`src/rtl/pc_gen_unit.sv`:
```
// Fetch-address generator at the head of IF: imem handshake, trap/redirect priority,
// stall-time redirect buffering, misaligned-target rejection, halt control and a fetch counter.
module pc_gen_unit #(
  parameter int                XLEN         = 32,
  parameter logic [XLEN-1:0]   RESET_VECTOR = '0,
  parameter int                IALIGN       = 32,
  parameter int                CNT_W        = 32
) (
  input  logic             clk,
  input  logic             rst,
  input  logic             pc_write,
  input  logic             pc_ready,
  input  logic             redirect_valid,
  input  logic [XLEN-1:0]  redirect_target,
  input  logic             trap_valid,
  input  logic [XLEN-1:0]  trap_target,
  input  logic             halt_req,
  output logic [XLEN-1:0]  pc,
  output logic             pc_valid,
  output logic             misalign_err,
  output logic [XLEN-1:0]  misalign_addr,
  output logic [CNT_W-1:0] fetch_count
);

  typedef enum logic [1:0] {BOOT, RUN, HALT} state_t;

  // Bits that must be zero in a legal instruction address.
  localparam logic [XLEN-1:0] ALIGN_BITS = (IALIGN == 16) ? XLEN'(1) : XLEN'(3);

  state_t          state;
  state_t          state_next;
  logic            pend_valid;
  logic            pend_valid_next;
  logic [XLEN-1:0] pend_target;
  logic [XLEN-1:0] pend_target_next;
  logic [XLEN-1:0] pc_next;
  logic            misalign_err_next;
  logic [XLEN-1:0] misalign_addr_next;
  logic            accept;
  logic            redirect_misaligned;

  assign accept              = pc_valid & pc_ready;
  assign redirect_misaligned = |(redirect_target & ALIGN_BITS);

  always_ff @(posedge clk or negedge rst) begin
    if (!rst) begin
      state <= BOOT;
    end else begin
      state <= state_next;
    end
  end

  always_comb begin
    state_next = state;
    case (state)
      BOOT:    state_next = RUN;
      RUN:     if (halt_req) state_next = HALT;
      HALT:    if (!halt_req) state_next = RUN;
      default: state_next = BOOT;
    endcase
  end

  always_comb begin
    pc_valid = (state == RUN);
  end

  // Next-pc selection; BOOT performs no pc update, only the transition into RUN.
  always_comb begin
    pc_next            = pc;
    pend_valid_next    = pend_valid;
    pend_target_next   = pend_target;
    misalign_err_next  = 1'b0;
    misalign_addr_next = misalign_addr;
    if (state != BOOT) begin
      if (trap_valid) begin
        pc_next         = trap_target & ~ALIGN_BITS;
        pend_valid_next = 1'b0;
      end else if (redirect_valid) begin
        if (redirect_misaligned) begin
          misalign_err_next  = 1'b1;
          misalign_addr_next = redirect_target;
        end else if (pc_write) begin
          pc_next         = redirect_target;
          pend_valid_next = 1'b0;
        end else begin
          pend_target_next = redirect_target;
          pend_valid_next  = 1'b1;
        end
      end else if (pend_valid && pc_write) begin
        pc_next         = pend_target;
        pend_valid_next = 1'b0;
      end else if (accept && pc_write && state == RUN) begin
        pc_next = pc + XLEN'(4);
      end
    end
  end

  always_ff @(posedge clk or negedge rst) begin
    if (!rst) begin
      pc            <= RESET_VECTOR;
      pend_valid    <= 1'b0;
      pend_target   <= '0;
      misalign_err  <= 1'b0;
      misalign_addr <= '0;
      fetch_count   <= '0;
    end else begin
      pc            <= pc_next;
      pend_valid    <= pend_valid_next;
      pend_target   <= pend_target_next;
      misalign_err  <= misalign_err_next;
      misalign_addr <= misalign_addr_next;
      if (accept) begin
        fetch_count <= fetch_count + CNT_W'(1);
      end
    end
  end

endmodule

```
`config.mk`:
```
export PLATFORM = sky130hd
export DESIGN_NAME = pc_gen_unit
export DESIGN_NICKNAME = d
export VERILOG_FILES = /design/src/rtl/pc_gen_unit.sv
export SDC_FILE = /design/constraint.sdc
export NUM_CORES = 1
export LEC_CHECK = 0
export CAP_MARGIN = 40
export CORE_ASPECT_RATIO = 0.9
export CORE_MARGIN = 5
export CORE_UTILIZATION = 53
export CTS_CLUSTER_DIAMETER = 30
export DETAILED_ROUTE_END_ITERATION = 10
export GPL_ROUTABILITY_DRIVEN = 0
export GPL_TIMING_DRIVEN = 0
export PLACE_DENSITY = 0.9
export SYNTH_ARGS = -nofsm -noshare
export SYNTH_HDL_FRONTEND = slang
export SYNTH_SLANG_ARGS = --single-unit
```
`constraint.sdc`:
```
create_clock -name clk -period 5.45 [get_ports clk]
set_clock_uncertainty 0.05 [all_clocks]
set_input_delay 1.09 -clock clk [delete_from_list [all_inputs] [get_ports clk]]
set_output_delay 1.09 -clock clk [all_outputs]
set_load 0.005 [all_outputs]
```
* Word level (Yosys, flattened, before mapping)
Index checks and enable logic that the tools add are counted.
** Word-level totals
- Flip-flop bits (word level) :: 132
- Output and inout bits :: 98
** Operators by class
- Add/sub/neg operators :: 2
- Equality and inequality tests :: 6
- Bitwise gates (word level) :: 4
- Reductions and logical operators :: 13
- Muxes and demuxes :: 18
** Operators with widths (number)
- $mux W32 :: 6
- $add A32 B1 Y32 const B :: 1
- $add A32 B3 Y32 const B :: 1
- $mux W1 :: 9
- $reduce_and A4 Y1 :: 2
- $pmux W2 S3 :: 1
- $reduce_and A5 Y1 :: 1
- $mux W2 :: 2
- $ne A2 B2 Y1 const B :: 2
- $reduce_bool A4 Y1 :: 1
- $logic_and A1 B1 Y1 :: 3
- $ne A3 B2 Y1 const B :: 1
- $ne A3 B3 Y1 const B :: 1
- $not A1 Y1 :: 3
- $reduce_and A3 Y1 :: 1
- $reduce_bool A3 Y1 :: 1
- $eq A2 B1 Y1 const B :: 1
- $eq A2 B2 Y1 const B :: 1
- $logic_not A2 Y1 :: 1
- $reduce_and A2 Y1 :: 1
- $reduce_bool A2 Y1 :: 1
- $reduce_or A2 Y1 :: 1
- $and A1 B1 Y1 :: 1

* Longest topological paths before layout
Gate-level depths: netlist of the first run.
- Depth after elaboration :: 8
- Mapped depth :: 8
- Mapped depth without buffers :: 6

* Worst setup path before layout of the first run
Ideal clock, no wire load.
- Path type :: in2reg
- Start point :: input redirect_valid
- End point :: register pend_target[10]
- Required time :: 5.275 ns
- Arrival time :: 2.252 ns
- Cell stages on the path :: 6
- Path slack :: 3.023 ns
- Buffers on the path :: 2
- Cell sequence :: nor2b_1 buf_2 o21ai_1 nor4_4 buf_2 mux2_2
** Between the ends
- Cells in the longest elaborated chain, start to end :: 1
** RTL lines
- from (decl) :: RTL line 13 : input logic redirect_valid,
- $reduce_and A5 Y1 (no source line)
- to (signal assigned) :: RTL line 109 : pend_target <= pend_target_next;
- to (decl) :: RTL line 34 : logic [XLEN-1:0] pend_target;
No other way between the ends.
A chain may end at the register's enable or synchronous reset.

* Final worst setup path of the first run
- Start point :: input redirect_valid
- End point :: register misalign_addr[15]
** Between the ends
- Cells in the longest elaborated chain, start to end :: 1
** RTL lines
- $reduce_and A4 Y1 (no source line)
- to (signal assigned) :: RTL line 111 : misalign_addr <= misalign_addr_next;
- to (decl) :: RTL line 21 : output logic [XLEN-1:0] misalign_addr,
No other way between the ends.

==> metrics.md, run 1 <==
| Metric | Value |
|---|---|
| Crit-path leading delay family | `buffers and inverters` |
| Dpl hpwl | `13,800 um` |
| Setup bufs post-CTS | `0` |
| Overflow after GRT | `0` |
| WHS Path Cells | `1` |
| Max Freq | `322 MHz` |
| Final Max Slew Viols | `0` |
| CP required | `5.70 ns` |
| Startpoint type of the worst setup path | `primary input` |
| First-pass GRT wire length | `31,500 um` |
| Hold_sp | `fetch_count[31]` |
| Initial core utilization | `0.534` |
| Yosys top cell area share | `0.520` |
| Sequential area share after synthesis | `0.520` |
| Power Total | `3650 uW` |
| Slowest cell on the critical path | `clkdlybuf4s50_1` |
| Row cnt | `38` |
| DR DRC count | `0` |
| Yosys warns | `0` |
| Max-Cap Viols | `0` |
| Synth top cells by count | `132 x dfrtp_1, 57 x mux2_2, 38 x o21ai_0` |
| Antenna diodes | `0` |
| TritonCTS buffer count | `17` |
| Die ar. | `14,300 sq um` |
| Vias per inst | `6.24` |
| Final Hold Vio Count | `0` |
| Status | `complete, no violations` |
| Total wire length | `19,700 um` |
| Clk sink count | `132` |
| Synth Cell Area | `6350 sq um` |
| Number of synthesized flops with an enable pin | `0` |
| Crit Path Category | `primary input to flop` |
| Num ports | `169` |
| Vias | `5,743` |
| Post-synthesis cell count | `561` |
| Max_slew headroom | `0.485` |
| Syn avg cell area | `11.3 sq um` |
| CP dominant cell by count | `buf_2` |
| P_leak | `0.00362 uW` |
| GRT Resource Usage Total | `0.278` |
| Worst hold endpoint | `fetch_count[31]` |
| Worst slew pin tran | `0.766 ns` |
| Cell area power density | `415 nW/um^2` |
| Cell variety after synth | `56` |
| Initial antenna violation count | `0` |
| Worst path arrival time | `3.36 ns` |
| Final ANT Viol Nets | `0` |
| Die X | `125 um` |
| Largest net degree at the start of global routing | `79` |
| Clock transition at path regs | `0.06 ns` |
| R2R Path Start | `pc[2]` |
| RSZ-0062 raised after global routing | `no` |
| FF-to-FF setup slack | `3.05 ns` |
| Main synth FF type | `dfrtp_1` |
| Final Setup Violations | `0` |
| Cell-by-cell trace of the critical path | `clkdlybuf4s50_1 > nor2b_1 > buf_2 > o21ai_1 > nor2_1 > buf_2 > mux2_2` |
| Finished Core Util | `0.741` |
| DRT iter0 DRCs | `820` |
| Vias in the first global route | `5,951` |
| Crit path buffers/inverters | `3` |
| Post-DR wirelength/cell | `21.4 um` |
| Final min period | `3.11 ns` |
| R2R depth | `7` |
| Fillers | `787` |
| Die H | `114 um` |
| Cts hold-fix bufs | `0` |
| Skew-Pair Late Insertion Delay | `0.42 ns` |
| Net count after synthesis | `634` |
| Crit end category | `flop` |
| Worst vdd ir | `0.000303 V` |
| Worst hold path class | `flop to flop` |
| Critical path fanouts, max | `10` |
| Layout area overhead | `38.6%` |
| Layout Nets | `820` |
| Core Region | `11,900 sq um` |
| Yosys top cell by area | `dfrtp_1` |
| Share of layout cells above drive strength 1 | `0.157` |
| Clk buf depth | `2` |
| Root Buffer | `clkbuf_16` |
| R2R Path End | `pc[24]` |
| Seq cells post-synth | `132` |
| Max incr delay on CP | `0.59 ns` |
| TritonCTS clock tree | `yes` |
| H-tree levels | `4` |
| Setup_tns | `0 ns` |
| Top post-synthesis cells by area | `dfrtp_1 52%, mux2_2 10%, a222oi_1 4.3%, o21ai_0 3.0%, o31a_1 2.6%` |
| Port Buffer Count | `166` |
| Count leader, synth | `dfrtp_1` |
| Post-cts resize count | `0` |
| Crit share post-route | `0.570` |
| Async set-or-reset flop fraction in the synthesized netlist | `1.00` |
| Pre-antenna DRT Iters | `10` |
-- per-stage QoR --
step                hold slack (ns)  setup WS [ns]  cells  instance area, sq um
finish                        0.419           2.34    920                  8800
global placement              0.406          -1.79    887                  8210
CTS                           0.418           2.36    920                  8800
floorplan                     0.408           3.02    561                  6350
global route                  0.443           2.24    920                  8800
detailed placement            0.410           1.92    888                  8240
-- final cells by class --
class,count,area [sq um],share of cell area
Sequential cell,132,3300,0.375
Multi-Input combinational cell,386,2860,0.325
Timing Repair Buffer,167,1690,0.192
Clock buffer,21,450,0.0512
Tap cell,160,200,0.0227
Buffer,32,148,0.0168
Clock inverter,11,110,0.0125
Inverter,11,41.3,0.00469
-- cell families (layout without fill, tap and decap cells) --
group	Yosys count	after routing	synth area share
xor+xnor	31	31	0.0427
buf+inv	43	242	0.0297
compound gates	151	151	0.172
flops	132	132	0.520
mux	61	61	0.108
simple gates	141	141	0.123
fa+ha+maj	2	2	0.00394
-- where the power goes --
part           internal [uW]  switching, uW
Clock                    678            416
Sequential              1250            257
Combinational            619            434
-- layer usage --
| metal | up-vias | wire length, um | track usage | part of all wire |
|---|---|---|---|---|
| li1 | 2496 | - | - | - |
| met3 | 76 | 2010 | 0.0974 | 0.10 |
| met5 | - | 0 | 0 | 0 |
| met2 | 350 | 9370 | 0.453 | 0.48 |
| met1 | 2821 | 7540 | 0.340 | 0.38 |
| met4 | 0 | 776 | 0.118 | 0.039 |
-- placed cells by master (no fill, tap or decap), types with 17 or more instances in the layout --
master / instances
xnor2_1: 17
clkbuf_16: 17
a222oi_1: 27
nor2_1: 34
clkdlybuf4s50_1: 165
nand2_1: 36
o31a_1: 19
dfrtp_1: 132
o21ai_0: 38
nand3_1: 21
mux2_2: 57
-- registers in the layout (all words and copies together) (netlist names) --
register	cells
pc	32
fetch_count	32
misalign_err	1
pend_valid	1
state	2
misalign_addr	32
pend_target	32
-- worst max path at each step --
stage / slack [ns] / cells after the start / end / from
3_5_place_dp: 1.92 / 7 / misalign_addr[15] / redirect_valid
2_1_floorplan: 3.02 / 6 / pend_target[10] / redirect_valid
5_1_grt: 2.24 / 7 / misalign_addr[20] / redirect_valid
3_3_place_gp: -1.79 / 1 / misalign_addr[2] / rst
6_report: 2.34 / 7 / misalign_addr[15] / redirect_valid
4_1_cts: 2.36 / 7 / misalign_addr[15] / redirect_valid
Note: power is estimated with default switching activity, not from simulation.
==> run 2, diff against run 1 <==
Settings changed: CORE_UTILIZATION 53 to 49, PLACE_DENSITY 0.9 to 0.85.
Clock period 5.45 ns to 3.07 ns, I/O delays scaled along.
==> run 2 against run 1 <==
Against the previous run:
- first-iteration DRC count is 23% lower
- count of clock-buffer cells in the layout is 1 higher
- clock power up 92%
- combinational power rose by 75%
- die area is 7.5% higher
- sequential power rose by 76%
- critical path depth unchanged
- hold slack lost 0.33 ns
- sequential share of layout area shrank 0.23 points
- sequential cell count did not move
- register-to-register slack worse by 2.2 ns
- total power rose by 80%
- critical path type unchanged
- largest power group unchanged
==> metrics.md, run 2 (synthesis results as in run 1) <==
| Metric | Value |
|---|---|
| Skew-Pair Late Insertion Delay | `0.42 ns (about the same)` |
| Post-cts resize count | `0 (unchanged)` |
| First-pass GRT wire length | `29,800 um (was 31,500 um)` |
| Die H | `118 um (was 114 um)` |
| Crit Path Category | `primary input to flop (unchanged)` |
| Post-DR wirelength/cell | `20.3 um (was 21.4 um)` |
| Initial core utilization | `0.501 (was 0.534)` |
| Met1 usage | `0.312 (was 0.340)` |
| Setup bufs post-CTS | `0 (unchanged)` |
| Antenna diodes | `0 (unchanged)` |
| Layout area overhead | `39.5% (was 38.6%)` |
| Worst slew pin tran | `0.653 ns (was 0.766 ns)` |
| Vias per inst | `6.02 (was 6.24)` |
| Status | `complete, no violations (unchanged)` |
| Layout Nets | `820 (unchanged)` |
| Final Hold Vio Count | `0 (unchanged)` |
| Grt peak-use layer | `met2 (unchanged)` |
| Commonest non-fill, non-tap cell in the layout | `clkdlybuf4s50_1 (unchanged)` |
| Row cnt | `39 (was 38)` |
| Final ANT Viol Nets | `0 (unchanged)` |
| GRT Resource Usage Total | `0.248 (was 0.278)` |
| TritonCTS clock tree | `yes (unchanged)` |
| Startpoint type of the worst setup path | `primary input (unchanged)` |
| Final WS setup | `0.417 ns (was 2.34 ns)` |
| Clock transition at path regs | `0.06 ns (about the same)` |
| Cell area power density | `744 nW/um^2 (was 415 nW/um^2)` |
| Largest net degree at the start of global routing | `82 (was 79)` |
| DRT iter0 DRCs | `635 (was 820)` |
| Final min period | `2.65 ns` |
| Total wire length | `18,800 um (was 19,700 um)` |
| Met2 global-route usage | `0.392 (was 0.453)` |
| Max-Cap Viols | `0 (unchanged)` |
| Fillers | `900 (was 787)` |
| Dpl ws | `0.00283 ns (was 1.92 ns)` |
| Cts hold-fix bufs | `0 (unchanged)` |
| Vias in the first global route | `5,742 (was 5,951)` |
| Root Buffer | `clkbuf_16 (unchanged)` |
| Vias | `5,556 (was 5,743)` |
| H-tree levels | `4 (unchanged)` |
| Dpl hpwl | `13,600 um (was 13,800 um)` |
| Max_slew headroom | `0.564 (was 0.485)` |
| Clk buf depth | `2 (unchanged)` |
| Worst hold path class | `primary input to async pin (was flop to flop)` |
| Final Setup Violations | `0 (unchanged)` |
| Die ar. | `15,300 sq um (was 14,300 sq um)` |
| RSZ-0062 raised after global routing | `no (unchanged)` |
| Core Region | `12,700 sq um (was 11,900 sq um)` |
| Pre-antenna DRT Iters | `9 (was 10)` |
| Critical path fanouts, max | `10 (unchanged)` |
| TritonCTS buffer count | `17 (unchanged)` |
| Worst vdd ir | `0.000473 V (was 0.000303 V)` |
| Commonest cells after routing, fill and taps aside | `165 x clkdlybuf4s50_1, 132 x dfrtp_1, 57 x mux2_2, 38 x o21ai_0, 36 x nand2_1 (unchanged)` |
| Crit share post-route | `0.864` |
| Final Max Slew Viols | `0 (unchanged)` |
| Final hold slack | `0.0868 ns (was 0.419 ns)` |
| Initial antenna violation count | `0 (unchanged)` |
| Met3 layer usage reported by global route | `0.0871 (was 0.0974)` |
| Crit end category | `flop (unchanged)` |
| Worst path arrival time | `2.91 ns (was 3.36 ns)` |
| Share of layout cells above drive strength 1 | `0.158 (was 0.157)` |
| Port Buffer Count | `166 (unchanged)` |
| DR DRC count | `0 (unchanged)` |
| Clk sink count | `132 (unchanged)` |
| Die X | `130 um (was 125 um)` |
| CP required | `3.32 ns (was 5.70 ns)` |
| Overflow after GRT | `0 (unchanged)` |
| Max Freq | `377 MHz` |
| P_leak | `0.00365 uW (was 0.00362 uW)` |
| Num ports | `169 (unchanged)` |
-- run 2: final timing paths --
check | startpoint | endpoint | slack, ns | depth (start not counted)
setup / recovery | redirect_valid | misalign_addr[16] | 0.42 | 7
hold / removal | rst | misalign_addr[14] | 0.09 | 1
setup reg to reg | pc[2] | pc[22] | 0.83 | 7
hold reg to reg | fetch_count[31] | fetch_count[31] | 0.41 | 1
max in group asynchronous | rst | misalign_addr[30] | 2.11 | 2
min in group clk | fetch_count[31] | fetch_count[31] | 0.41 | 1
-- run 2: per-stage QoR --
stage / total power (uW) / utilization / setup TNS, ns / instances / area (sq um)
detailed placement: 4500 / 0.650 / 0 / 892 / 8250
finish: 6590 / 0.698 / 0 / 923 / 8860
global placement: 4400 / 0.648 / -491.68 / 891 / 8220
CTS: 6610 / 0.698 / 0 / 923 / 8860
floorplan: 3350 / - / 0 / 561 / 6350
global route: 6910 / 0.698 / 0 / 923 / 8860
-- run 2: final cells by class --
| class | count | area [sq um] | area share |
|---|---|---|---|
| buffer | 32 | 148 | 0.0167 |
| clock buffer | 22 | 484 | 0.0547 |
| clock inverter | 9 | 126 | 0.0143 |
| inverter | 11 | 41.3 | 0.00466 |
| multi-input combinational | 386 | 2860 | 0.323 |
| sequential | 132 | 3300 | 0.373 |
| tap | 164 | 205 | 0.0232 |
| timing repair buffer | 167 | 1690 | 0.191 |
-- run 2: routing by layer --
| layer | part of all wire | up-vias |
|---|---|---|
| met1 | 0.40 | 2750 |
| li1 | - | 2498 |
| met2 | 0.49 | 269 |
| met5 | 0 | - |
| met3 | 0.093 | 39 |
| met4 | 0.021 | 0 |
-- run 2: worst max-delay path: stages --
cell	delay (ns)
clkdlybuf4s50_1	0.61
nor2b_1	0.16
buf_2	0.19
o21ai_1	0.15
nor2_1	0.41
buf_2	0.38
mux2_2	0.37
-- run 2: power breakdown --
group,internal [uW],switching [uW],leakage (uW)
sequential,2220,440,0.00165
combinational,1100,744,0.00169
clock,1350,736,0.000302
total,4670,1920,0.00365
==> run 3, diff against run 2 <==
Settings changed: CAP_MARGIN 40 to not set, CORE_ASPECT_RATIO 0.9 to 0.75.
==> run 3 against run 2 <==
Against the previous run:
- sequential power barely moved
- final cell count grew 0.87%
- combinational power is essentially flat
- non-clock buffer count is the same
- sequential cell count did not move
- critical path depth is 1 higher
- maximum frequency up 3.7%
- largest cell class unchanged
- highest routed layer unchanged
==> metrics.md, run 3 (synthesis results as in run 1) <==
| Metric | Value |
|---|---|
| Skew-Pair Late Insertion Delay | `0.41 ns (was 0.42 ns)` |
| Startpoint type of the worst setup path | `primary input (unchanged)` |
| Layout area overhead | `39.5% (about the same)` |
| Grt peak-use layer | `met2 (unchanged)` |
| Worst slew pin tran | `0.701 ns (was 0.653 ns)` |
| Post-cts resize count | `0 (unchanged)` |
| Num ports | `169 (unchanged)` |
| Root Buffer | `clkbuf_16 (unchanged)` |
| Max Freq | `391 MHz (was 377 MHz)` |
| First-pass GRT wire length | `30,500 um (was 29,800 um)` |
| Cts hold-fix bufs | `0 (unchanged)` |
| Max-Cap Viols | `0 (unchanged)` |
| Dpl hpwl | `13,800 um (was 13,600 um)` |
| Layout Nets | `820 (unchanged)` |
| Worst path arrival time | `2.77 ns (was 2.91 ns)` |
| Commonest cells after routing, fill and taps aside | `165 x clkdlybuf4s50_1, 132 x dfrtp_1, 57 x mux2_2, 38 x o21ai_0, 36 x nand2_1 (unchanged)` |
| Met3 layer usage reported by global route | `0.0836 (was 0.0871)` |
| Slowest cell on the critical path | `clkdlybuf4s50_1 (unchanged)` |
| Initial core utilization | `0.495 (was 0.501)` |
| Antenna diodes | `0 (unchanged)` |
| Final Setup Violations | `0 (unchanged)` |
| Row cnt | `36 (was 39)` |
| Met1 usage | `0.339 (was 0.312)` |
| Crit share post-route | `0.834 (was 0.864)` |
| TritonCTS buffer count | `17 (unchanged)` |
| Max incr delay on CP | `0.49 ns (was 0.61 ns)` |
| Cell-by-cell trace of the critical path | `clkdlybuf4s50_1 > buf_2 > a211o_1 > buf_2 > buf_1 > a21oi_1 > o21ai_0 > o21ai_0 (was clkdlybuf4s50_1 > nor2b_1 > buf_2 > o21ai_1 > nor2_1 > buf_2 > mux2_2)` |
| Clk sink count | `132 (unchanged)` |
| Critical path fanouts, max | `10 (unchanged)` |
| Status | `complete, no violations (unchanged)` |
| Total wire length | `19,300 um (was 18,800 um)` |
| FF-to-FF setup slack | `0.71 ns (was 0.83 ns)` |
| DRT iter0 DRCs | `602 (was 635)` |
| Crit Path Category | `primary input to flop (unchanged)` |
| Dpl ws | `0.151 ns (was 0.00283 ns)` |
| Post-DR wirelength/cell | `20.7 um (was 20.3 um)` |
| Setup_tns | `0 ns (unchanged)` |
| Die ar. | `15,400 sq um (was 15,300 sq um)` |
| Share of layout cells above drive strength 1 | `0.157 (was 0.158)` |
| RSZ-0062 raised after global routing | `no (unchanged)` |
| Max_slew headroom | `0.532 (was 0.564)` |
| Cell area power density | `743 nW/um^2 (was 744 nW/um^2)` |
| DR DRC count | `0 (unchanged)` |
| Final ANT Viol Nets | `0 (unchanged)` |
| Final Max Slew Viols | `0 (unchanged)` |
| Die H | `109 um (was 118 um)` |
| R2R depth | `7 (unchanged)` |
| Vias per inst | `6.01 (was 6.02)` |
| GRT Resource Usage Total | `0.254 (was 0.248)` |
| Overflow after GRT | `0 (unchanged)` |
| Crit end category | `flop (unchanged)` |
| TritonCTS clock tree | `yes (unchanged)` |
| Clk buf depth | `2 (unchanged)` |
| Largest net degree at the start of global routing | `76 (was 82)` |
| Vias in the first global route | `5,640 (was 5,742)` |
| Setup bufs post-CTS | `0 (unchanged)` |
| Die X | `141 um (was 130 um)` |
| Core Region | `12,800 sq um (was 12,700 sq um)` |
| Port Buffer Count | `166 (unchanged)` |
| Final min period | `2.56 ns (was 2.65 ns)` |
| Pre-antenna DRT Iters | `8 (was 9)` |
| Met2 global-route usage | `0.389 (was 0.392)` |
| Initial antenna violation count | `0 (unchanged)` |
| R2R Path Start | `pc[2] (unchanged)` |
| H-tree levels | `4 (unchanged)` |
| Final WS setup | `0.511 ns (was 0.417 ns)` |
| Fin cells | `931 (was 923)` |
| Worst vdd ir | `0.000520 V (was 0.000473 V)` |
| Dpl cells | `899 (was 892)` |
| P_leak | `0.00364 uW (was 0.00365 uW)` |
| Clock transition at path regs | `0.06 ns (about the same)` |
| R2R Path End | `pc[16] (was pc[22])` |
| Worst hold path class | `primary input to async pin (unchanged)` |
| CP required | `3.28 ns (was 3.32 ns)` |
| Commonest non-fill, non-tap cell in the layout | `clkdlybuf4s50_1 (unchanged)` |
| Vias | `5,598 (was 5,556)` |
| Final Hold Vio Count | `0 (unchanged)` |
==> run 3: cell count changes in the layout (fill, tap and decap cells not counted), sizes merged <==
cell,before,now
clkbuf,35,36
==> run 3: worst max path at each step <==
stage,slack (ns),cells past startpoint,startpoint,to
after floorplan,1.12,6,redirect_valid,pend_target[10]
after global placement,-3.72,1,rst,fetch_count[27]
after detailed placement,0.15,7,redirect_valid,pend_target[17]
after CTS,0.56,7,pc_write,pc[16]
after global routing,0.43,7,pc_write,pc[16]
final,0.51,8,trap_valid,pc[16]
==> run 3: worst max-delay path: cells and delay by family <==
kind / cells / cell delay, ns
compound gates: 4 / 0.69
buf+inv: 4 / 1.45
==> run 3: final cells by class <==
class	count	area, sq um
Clock buffer	23	478
Fill cell	908	3980
Timing Repair Buffer	167	1690
Clock inverter	9	126
Multi-Input combinational cell	386	2860
Inverter	11	41.3
Sequential cell	132	3300
Buffer	32	148
Tap cell	171	214
==> run 3: stage by stage <==
stage                util  power (uW)  hold WS (ns)  cell area, sq um
finish              0.690        6580         0.167              8860
CTS                 0.690        6610         0.206              8860
global placement    0.641        4400         0.405              8230
floorplan               -        3350         0.268              6350
global route        0.690        6900         0.221              8860
detailed placement  0.643        4500         0.422              8260
==> run 3: power by group <==
| group | switching [uW] | internal [uW] |
|---|---|---|
| combinational | 754 | 1100 |
| clock | 727 | 1340 |
| sequential | 444 | 2220 |
==> run 3: per-layer routing <==
layer	vias up	share of wire
met4	0	0.033
li1	2499	-
met2	323	0.46
met3	49	0.099
met1	2727	0.41
met5	-	0
